## src/rtl/logical_tile_ccff_bitstream_loader_if.sv

```systemverilog
// logical_tile_ccff_bitstream_loader_if: parallel bitstream word stream feeding the loader
interface logical_tile_ccff_bitstream_loader_if #(parameter int WORD_W = 8);
  logic [WORD_W-1:0] s_data;
  logic s_valid;
  logic s_ready;
  modport master(output s_data, output s_valid, input s_ready);
  modport slave(input s_data, input s_valid, output s_ready);
endinterface

```

## src/rtl/logical_tile_ccff_bitstream_loader.sv

```systemverilog
// logical_tile_ccff_bitstream_loader: serialises bitstream words MSB-first into a CCFF configuration chain
module logical_tile_ccff_bitstream_loader #(
  parameter int WORD_W = 8,
  parameter int CHAIN_LEN = 20
) (
  input  logic clk,
  input  logic reset,
  input  logic start,
  input  logic abort,
  logical_tile_ccff_bitstream_loader_if.slave s,
  output logic ccff_head,
  output logic prog_en,
  output logic busy,
  output logic done
);
  localparam int SW = $clog2(WORD_W + 1);
  localparam int CW = $clog2(CHAIN_LEN + 1);
  localparam int MW = SW > CW ? SW : CW;
  typedef enum logic [1:0] {IDLE, LOAD, DONE} state_t;
  state_t state;
  logic [WORD_W-1:0] sr;
  logic [SW-1:0] sr_cnt;
  logic [CW-1:0] chain_cnt;
  logic pop, xfer;
  assign pop = state == LOAD && sr_cnt != '0 && chain_cnt != '0;
  // refill only when the register is empty or on its last bit, and only if the chain still needs more bits
  assign s.s_ready = state == LOAD && sr_cnt <= SW'(1) && MW'(chain_cnt) > MW'(sr_cnt);
  assign xfer = s.s_valid && s.s_ready;
  assign busy = state == LOAD;
  always_ff @(posedge clk)
    if (reset) begin
      state <= IDLE;
      sr <= '0;
      sr_cnt <= '0;
      chain_cnt <= '0;
      ccff_head <= 1'b0;
      prog_en <= 1'b0;
      done <= 1'b0;
    end else begin
      prog_en <= 1'b0;
      done <= 1'b0;
      case (state)
        IDLE:
          if (start) begin
            state <= LOAD;
            chain_cnt <= CW'(CHAIN_LEN);
            sr_cnt <= '0;
          end
        LOAD:
          if (abort) begin
            state <= IDLE;
            sr <= '0;
            sr_cnt <= '0;
            chain_cnt <= '0;
          end else begin
            if (pop) begin
              ccff_head <= sr[WORD_W-1];
              prog_en <= 1'b1;
              chain_cnt <= chain_cnt - CW'(1);
            end
            if (xfer) begin
              sr <= s.s_data;
              sr_cnt <= SW'(WORD_W);
            end else if (pop) begin
              sr <= sr << 1;
              sr_cnt <= sr_cnt - SW'(1);
            end
            // leftover bits of the final word are simply abandoned here
            if (pop && chain_cnt == CW'(1)) begin
              state <= DONE;
              done <= 1'b1;
            end
          end
        default: state <= IDLE;
      endcase
    end
endmodule

```

## src/flat_wrapper.sv

```systemverilog
// flat-port wrapper written by rule: the top's interface ports become plain ports
module logical_tile_ccff_bitstream_loader_flat 
#(
  parameter int WORD_W = 8,
  parameter int CHAIN_LEN = 20
)
  (clk, reset, start, abort, ccff_head, prog_en, busy, done, s_s_data, s_s_valid, s_s_ready);
  logical_tile_ccff_bitstream_loader_if #(.WORD_W(WORD_W)) s_i ();
  input  logic clk;
  input  logic reset;
  input  logic start;
  input  logic abort;
  output logic ccff_head;
  output logic prog_en;
  output logic busy;
  output logic done;
  input wire logic [$bits(s_i.s_data)-1:0] s_s_data;
  input wire logic [$bits(s_i.s_valid)-1:0] s_s_valid;
  output wire logic [$bits(s_i.s_ready)-1:0] s_s_ready;
  assign s_i.s_data = s_s_data;
  assign s_i.s_valid = s_s_valid;
  assign s_s_ready = s_i.s_ready;
  logical_tile_ccff_bitstream_loader #(.WORD_W(WORD_W), .CHAIN_LEN(CHAIN_LEN)) u_core (.clk(clk), .reset(reset), .start(start), .abort(abort), .s(s_i), .ccff_head(ccff_head), .prog_en(prog_en), .busy(busy), .done(done));
endmodule
```

## config.mk

```make
export PLATFORM = sky130hd
export DESIGN_NAME = logical_tile_ccff_bitstream_loader_flat
export DESIGN_NICKNAME = d
export VERILOG_FILES = /design/src/rtl/logical_tile_ccff_bitstream_loader_if.sv /design/src/rtl/logical_tile_ccff_bitstream_loader.sv /design/src/flat_wrapper.sv
export SDC_FILE = /design/constraint.sdc
export NUM_CORES = 1
export LEC_CHECK = 0
export ABC_AREA = 1
export CAP_MARGIN = 20
export CORE_MARGIN = 2
export CORE_UTILIZATION = 58
export DETAILED_ROUTE_END_ITERATION = 10
export GPL_ROUTABILITY_DRIVEN = 0
export PLACE_DENSITY = 0.95
export RECOVER_POWER = 100
export SYNTH_ARGS = -nofsm -noshare
export SYNTH_HDL_FRONTEND = slang
export SYNTH_SLANG_ARGS = --single-unit
```

## constraint.sdc

```tcl
create_clock -name clk -period 4.45 [get_ports clk]
set_input_delay 0.445 -clock clk [delete_from_list [all_inputs] [get_ports clk]]
set_output_delay 0.445 -clock clk [all_outputs]
set_load 0.02 [all_outputs]
```

==> results.py, run 1 <==
metrics = {
    "drt": {
        "vias": 1273,
        "drcViolationCount": 0,
        "initialDrtViolationCount": 32,
        "detail_route.wirelength_mm": 2.83,
        "post_drt_wl_per_cell_um": 11.5,
        "via_per_inst": 5.17,
        "postRouteAntennaNets": 0,
        "first_pass_iters": 5,
    },
    "clock_network": {
        "cts_made_buffers": 3,
        "cts_hold_buf": 0,
        "path_clk_slew_ns": 0.13,
        "clkLatencyLatePin_ns": 0.30,
        "cts_buffer_depth": 2,
        "cts_root_buf": "clkbuf_4",
        "h-tree-depth": 1,
        "cts_resized": 0,
        "cts_tree": "done",
        "cts_setup_buffers": 0,
        "cts.sinks": 22,
    },
    "power_and_ir_drop": {
        "power_density_nw_per_um2": 301,
        "p_leak_uw": 0.000777,
        "power_uw": 464,
        "ir_drop_uv": 219,
    },
    "floorplan": {
        "ios": 18,
        "core.rowCount": 17,
        "initial_core_util_pct": 61.0,
        "die_height_um": 52.2,
        "core-area_um2": 2210,
        "fp.dieArea_um2": 2730,
        "die_width_um": 52.2,
    },
    "synth": {
        "seq_area_frac_synth_pct": 32.6,
        "synth_area_leader_cell": "dfxtp_1",
        "synth_cell_types": 28,
        "synth_commonest_cells": "46 x nand2_1, 31 x inv_1, 25 x nor2_1",
        "synth_warnings": 0,
        "syn_inst": 200,
        "synth_edf_count": 0,
        "synth_top_area_share_pct": 32.6,
        "yosys_register_bits": 22,
        "syn_avg_cell_area_um2": 6.75,
        "synthFlopType": "dfxtp_1",
        "synthTopCellsByArea": "dfxtp_1 33%, nand2_1 13%, ha_1 9.3%",
        "syn_area_um2": 1350,
        "synth_most_common_cell": "nand2_1",
        "synthArstFlopShare_pct": 0,
        "postSynthNetCount": 223,
    },
    "sta": {
        "rsz0062_at_grt": "no",
        "hold_ws_ns": 0.482,
        "final-max-slew-violation-count": 0,
        "setup-tns-final_ns": 0,
        "fmax_mhz": 366,
        "fin_crit_sh_pct": 61.4,
        "tightest_slew_ns": 0.604,
        "fin_crit_ns": 2.73,
        "skew_ns": 0.00412,
        "setup_viol": 0,
        "hold_viol": 0,
        "relSlewSlack_pct": 59.3,
    },
    "worst_setup_path": {
        "r2r_slack_ns": 2.08,
        "worstSetupPathType": "reg2out",
        "reg2reg_to": "u_core.sr[4]",
        "cp.arrival_ns": 2.29,
        "r2r_cells": 13,
        "cp_max_fo": 6,
        "crit_path_start": "u_core.sr_cnt[3]",
        "cp.required_ns": 4.01,
        "r2r_start": "u_core.sr_cnt[3]",
        "cp-start-kind": "flip-flop",
        "end_kind": "output pin",
    },
    "placed_design": {
        "place.port_buffers": 17,
        "place_hpwl_mm": 2.15,
    },
    "worst_hold_path": {
        "hp-start": "u_core.ccff_head",
        "min_to": "u_core.ccff_head",
        "hold_depth": 2,
        "hold_path_class": "reg2reg",
    },
    "grt": {
        "grt_pass1_vias": 1111,
        "grt_first_pass_wirelength_mm": 4.75,
        "grt_util_all_layers_pct": 23.3,
        "antenna_found_initial": 0,
        "grt_overflow": 0,
        "grt_max_degree": 16,
    },
    "layout": {
        "drive_gt1_share_pct": 5.50,
        "areaGrowthSynthToFinish_pct": 14.3,
        "n_antenna_cell": 0,
        "final_nets": 242,
    },
    "job": {
        "cap_violations": 0,
    },
    "run_status": {
        "status": "complete, no violations",
    },
}
[metrics by stage]
stage	area (um2)	cells	worst slack, ns	utilization (%)
floorplan	1350	200	2.68	-
global placement	1540	242	2.13	69.4
detailed placement	1540	242	2.09	69.4
CTS	1570	246	1.72	71.0
global route	1540	246	1.57	69.7
finish	1540	246	1.72	69.7
[power by group]
group          switching (uW)  internal [uW]  leakage [uW]  total [uW]
logic                    80.4           50.7      0.000576         131
registers                11.4            211      0.000180         222
clock network            61.0           49.9     0.0000210         111
total                     153            312      0.000777         464
[layer usage]
metal | track usage [%] | share of wire, %
met4 | 6.84 | 1.2
met1 | 31.9 | 51
met2 | 38.0 | 43
met3 | 3.71 | 4.3
met5 | 0 | 0
[cell type report]
type / instances / area (um2)
Multi-Input combinational cell: 141 / 732
Fill cell: 204 / 669
Sequential cell: 22 / 440
Timing Repair Buffer: 17 / 170
Inverter: 34 / 129
Clock buffer: 4 / 36.3
Tap cell: 28 / 35.0
[kinds of logic after synthesis]
logic type | count (synthesis) | synth area share (%)
AOI/OAI and AO/OA | 24 | 10.4
and+or+nand+nor | 105 | 35.4
adders and majority gates | 10 | 9.27
buffers and inverters | 37 | 11.0
DFF | 22 | 32.6
xor gates and xnor gates | 2 | 1.30
[how the worst max path moves through the flow]
stage,endpoint,slack (ns),cells past startpoint
floorplan,s_s_ready,2.68,7
global placement,s_s_ready,2.13,8
detailed placement,s_s_ready,2.09,8
CTS,s_s_ready,1.72,8
global route,s_s_ready,1.57,8
finish,s_s_ready,1.72,8
[state kept, by name (all words and copies together), names as in the netlist]
signal            flops
u_core.ccff_head      1
u_core.done           1
u_core.state          2
u_core.prog_en        1
u_core.chain_cnt      5
u_core.sr             8
u_core.sr_cnt         4
[critical path, stage by stage, from the launching register on]
cell and delay [ns]:
dfxtp_1 0.37, inv_1 0.06, ha_1 0.28, inv_1 0.04, nor2_1 0.12, nand3_1 0.09
nand3_1 0.18, and2_1 0.18, dlygate4sd3_1 0.67
[cells in the final DEF, fill, tap and decap left out, types with 3 or more instances in the layout]
master,n
nand2_1,48
a21oi_1,9
o21ai_0,10
dfxtp_1,22
clkdlybuf4s50_1,11
nand4_1,7
inv_1,32
clkbuf_4,3
dlygate4sd3_1,6
nor2_1,25
ha_1,10
nand3_1,18
(Power assumes the default switching activity.)
==> inputs of run 2 (changes only) <==
- CORE_UTILIZATION: 58 -> 54
- PLACE_DENSITY: 0.95 -> 0.91
- clock period: 4.45 -> 2.8 ns (I/O delays scaled with it)
==> results.py, run 2 (synthesis gave the netlist of run 1 again) <==
metrics = {
    "run_status": {
        "status": "complete, no violations",
    },
    "power_and_ir_drop": {
        "switching_share_pct": 34.3,
        "switching_power_uw": 243,
        "power_density_nw_per_um2": 463,
        "power_frac_comb_pct": 29.3,
        "ir_drop_uv": 268,
        "power.internal_uw": 466,
        "pwr-share-clk_pct": 20.9,
        "power_frac_seq_pct": 49.8,
        "power_uw": 709,
        "p_leak_uw": 0.000770,
    },
    "drt": {
        "vias": 1256,
        "initialDrtViolationCount": 29,
        "post_drt_wl_per_cell_um": 11.4,
        "drcViolationCount": 0,
        "via_per_inst": 5.09,
        "detail_route.wirelength_mm": 2.81,
        "postRouteAntennaNets": 0,
        "first_pass_iters": 4,
    },
    "layout": {
        "areaGrowthSynthToFinish_pct": 13.4,
        "fin_cells": 247,
        "drive_gt1_share_pct": 5.07,
        "final_area_um2": 1530,
        "final_cell_mix": "48 x nand2_1, 32 x inv_1, 25 x nor2_1",
        "n_antenna_cell": 0,
        "final_common_cell": "nand2_1",
        "final_nets": 242,
        "nFillCells": 221,
        "seq_area_um2": 440,
        "post-route-util_pct": 63.0,
        "largest_register_ff_count": 8,
        "multi_input_area_um2": 732,
        "largest-register": "u_core.sr",
        "reg_top3": "u_core.sr x8, u_core.chain_cnt x5, u_core.sr_cnt x4",
    },
    "sta": {
        "relSlewSlack_pct": 60.7,
        "rsz0062_at_grt": "no",
        "tightest_slew_ns": 0.583,
        "fin_crit_ns": 2.61,
        "setup_viol": 0,
        "hold_viol": 0,
        "setup-tns-final_ns": 0,
        "skew_ns": 0.00220,
        "fin_crit_sh_pct": 93.1,
        "final-max-slew-violation-count": 0,
        "fmax_mhz": 383,
    },
    "worst_setup_path": {
        "slowest_delay_ns": 0.64,
        "crit_buf_inv": 3,
        "cp-start-kind": "flip-flop",
        "cp_max_fo": 6,
        "crit_slowest_cell": "dlygate4sd3_1",
        "end_kind": "output pin",
        "cp.arrival_ns": 2.33,
        "critPathTopFamily": "buffers and inverters",
        "worstPathCellList": "inv_1 -> ha_1 -> nand2_1 -> inv_1 -> nand3_1 -> nand3_1 -> and2_1 -> dlygate4sd3_1",
        "cp.required_ns": 2.52,
        "worstSetupPathType": "reg2out",
    },
    "grt": {
        "grt_overflow": 0,
        "grtUsageMet2_pct": 30.1,
        "antenna_found_initial": 0,
        "busiest_layer": "met1",
        "grt_use_met3_pct": 3.33,
        "grt_max_degree": 16,
        "grt_first_pass_wirelength_mm": 4.30,
        "grt_pass1_vias": 998,
        "use_met1_pct": 30.3,
        "grt_util_all_layers_pct": 20.5,
    },
    "clock_network": {
        "clkLatencyLatePin_ns": 0.31,
        "cts_setup_buffers": 0,
        "cts_made_buffers": 3,
        "cts_hold_buf": 0,
        "h-tree-depth": 1,
        "cts_buffer_depth": 2,
        "cts.sinks": 22,
        "cts_tree": "done",
        "path_clk_slew_ns": 0.12,
        "cts_resized": 0,
        "cts_root_buf": "clkbuf_4",
    },
    "floorplan": {
        "fp.dieArea_um2": 2920,
        "die_height_um": 54,
        "ios": 18,
        "initial_core_util_pct": 55.5,
        "die_width_um": 54,
        "core-area_um2": 2430,
        "core.rowCount": 18,
    },
    "placed_design": {
        "place_hpwl_mm": 2.06,
        "place.port_buffers": 17,
        "dp_cells": 244,
        "post_dp_cell_area_um2": 1540,
    },
    "job": {
        "cap_violations": 0,
    },
    "worst_hold_path": {
        "hold_path_class": "reg2reg",
    },
}
[run 2: cell types whose count changed in the layout (fill, tap and decap cells not counted), sizes merged]
cell | before | now
clkbuf | 4 | 3
[run 2: area by class of cell]
type | count | share of cell area (%)
Sequential cell | 22 | 28.8
Clock buffer | 3 | 1.47
Multi-Input combinational cell | 141 | 47.8
Tap cell | 30 | 2.45
Timing Repair Buffer | 17 | 11.1
Inverter | 34 | 8.42
[run 2: through the flow]
| step | worst slack [ns] | hold slack [ns] |
|---|---|---|
| 6_report | 0.192 | 0.482 |
| 3_5_place_dp | 0.593 | 0.463 |
| 2_1_floorplan | 1.14 | 0.349 |
| 3_3_place_gp | 0.642 | 0.454 |
| 4_1_cts | 0.229 | 0.480 |
| 5_1_grt | 0.0403 | 0.497 |
[run 2: power groups by stage]
stage | logic [uW] | registers [uW] | clock network (uW)
floorplan | 163 | 356 | 0
global placement | 212 | 359 | 0
detailed placement | 216 | 360 | 0
CTS | 218 | 353 | 147
global route | 236 | 357 | 164
finish | 208 | 354 | 148
[run 2: per-layer routing]
metal / vias up / wire length, um
met4: 0 / 39
met3: 5 / 183
met1: 543 / 1410
met2: 38 / 1180
met5: - / 0
li1: 670 / -
[run 2: final timing paths]
| check | startpoint | endpoint | slack [ns] | depth (start not counted) |
|---|---|---|---|---|
| hold reg to reg | u_core.sr[0] | u_core.sr[0] | 0.48 | 2 |
| setup / recovery | u_core.sr_cnt[2] | s_s_ready | 0.19 | 8 |
| hold / removal | u_core.sr[0] | u_core.sr[0] | 0.48 | 2 |
| setup reg to reg | u_core.sr_cnt[2] | u_core.sr[2] | 0.44 | 13 |
[run 2: worst min-delay path, cell delays in order (launching register included)]
cell and delay [ns]:
dfxtp_1 0.33, nand2_1 0.07, a21oi_1 0.05
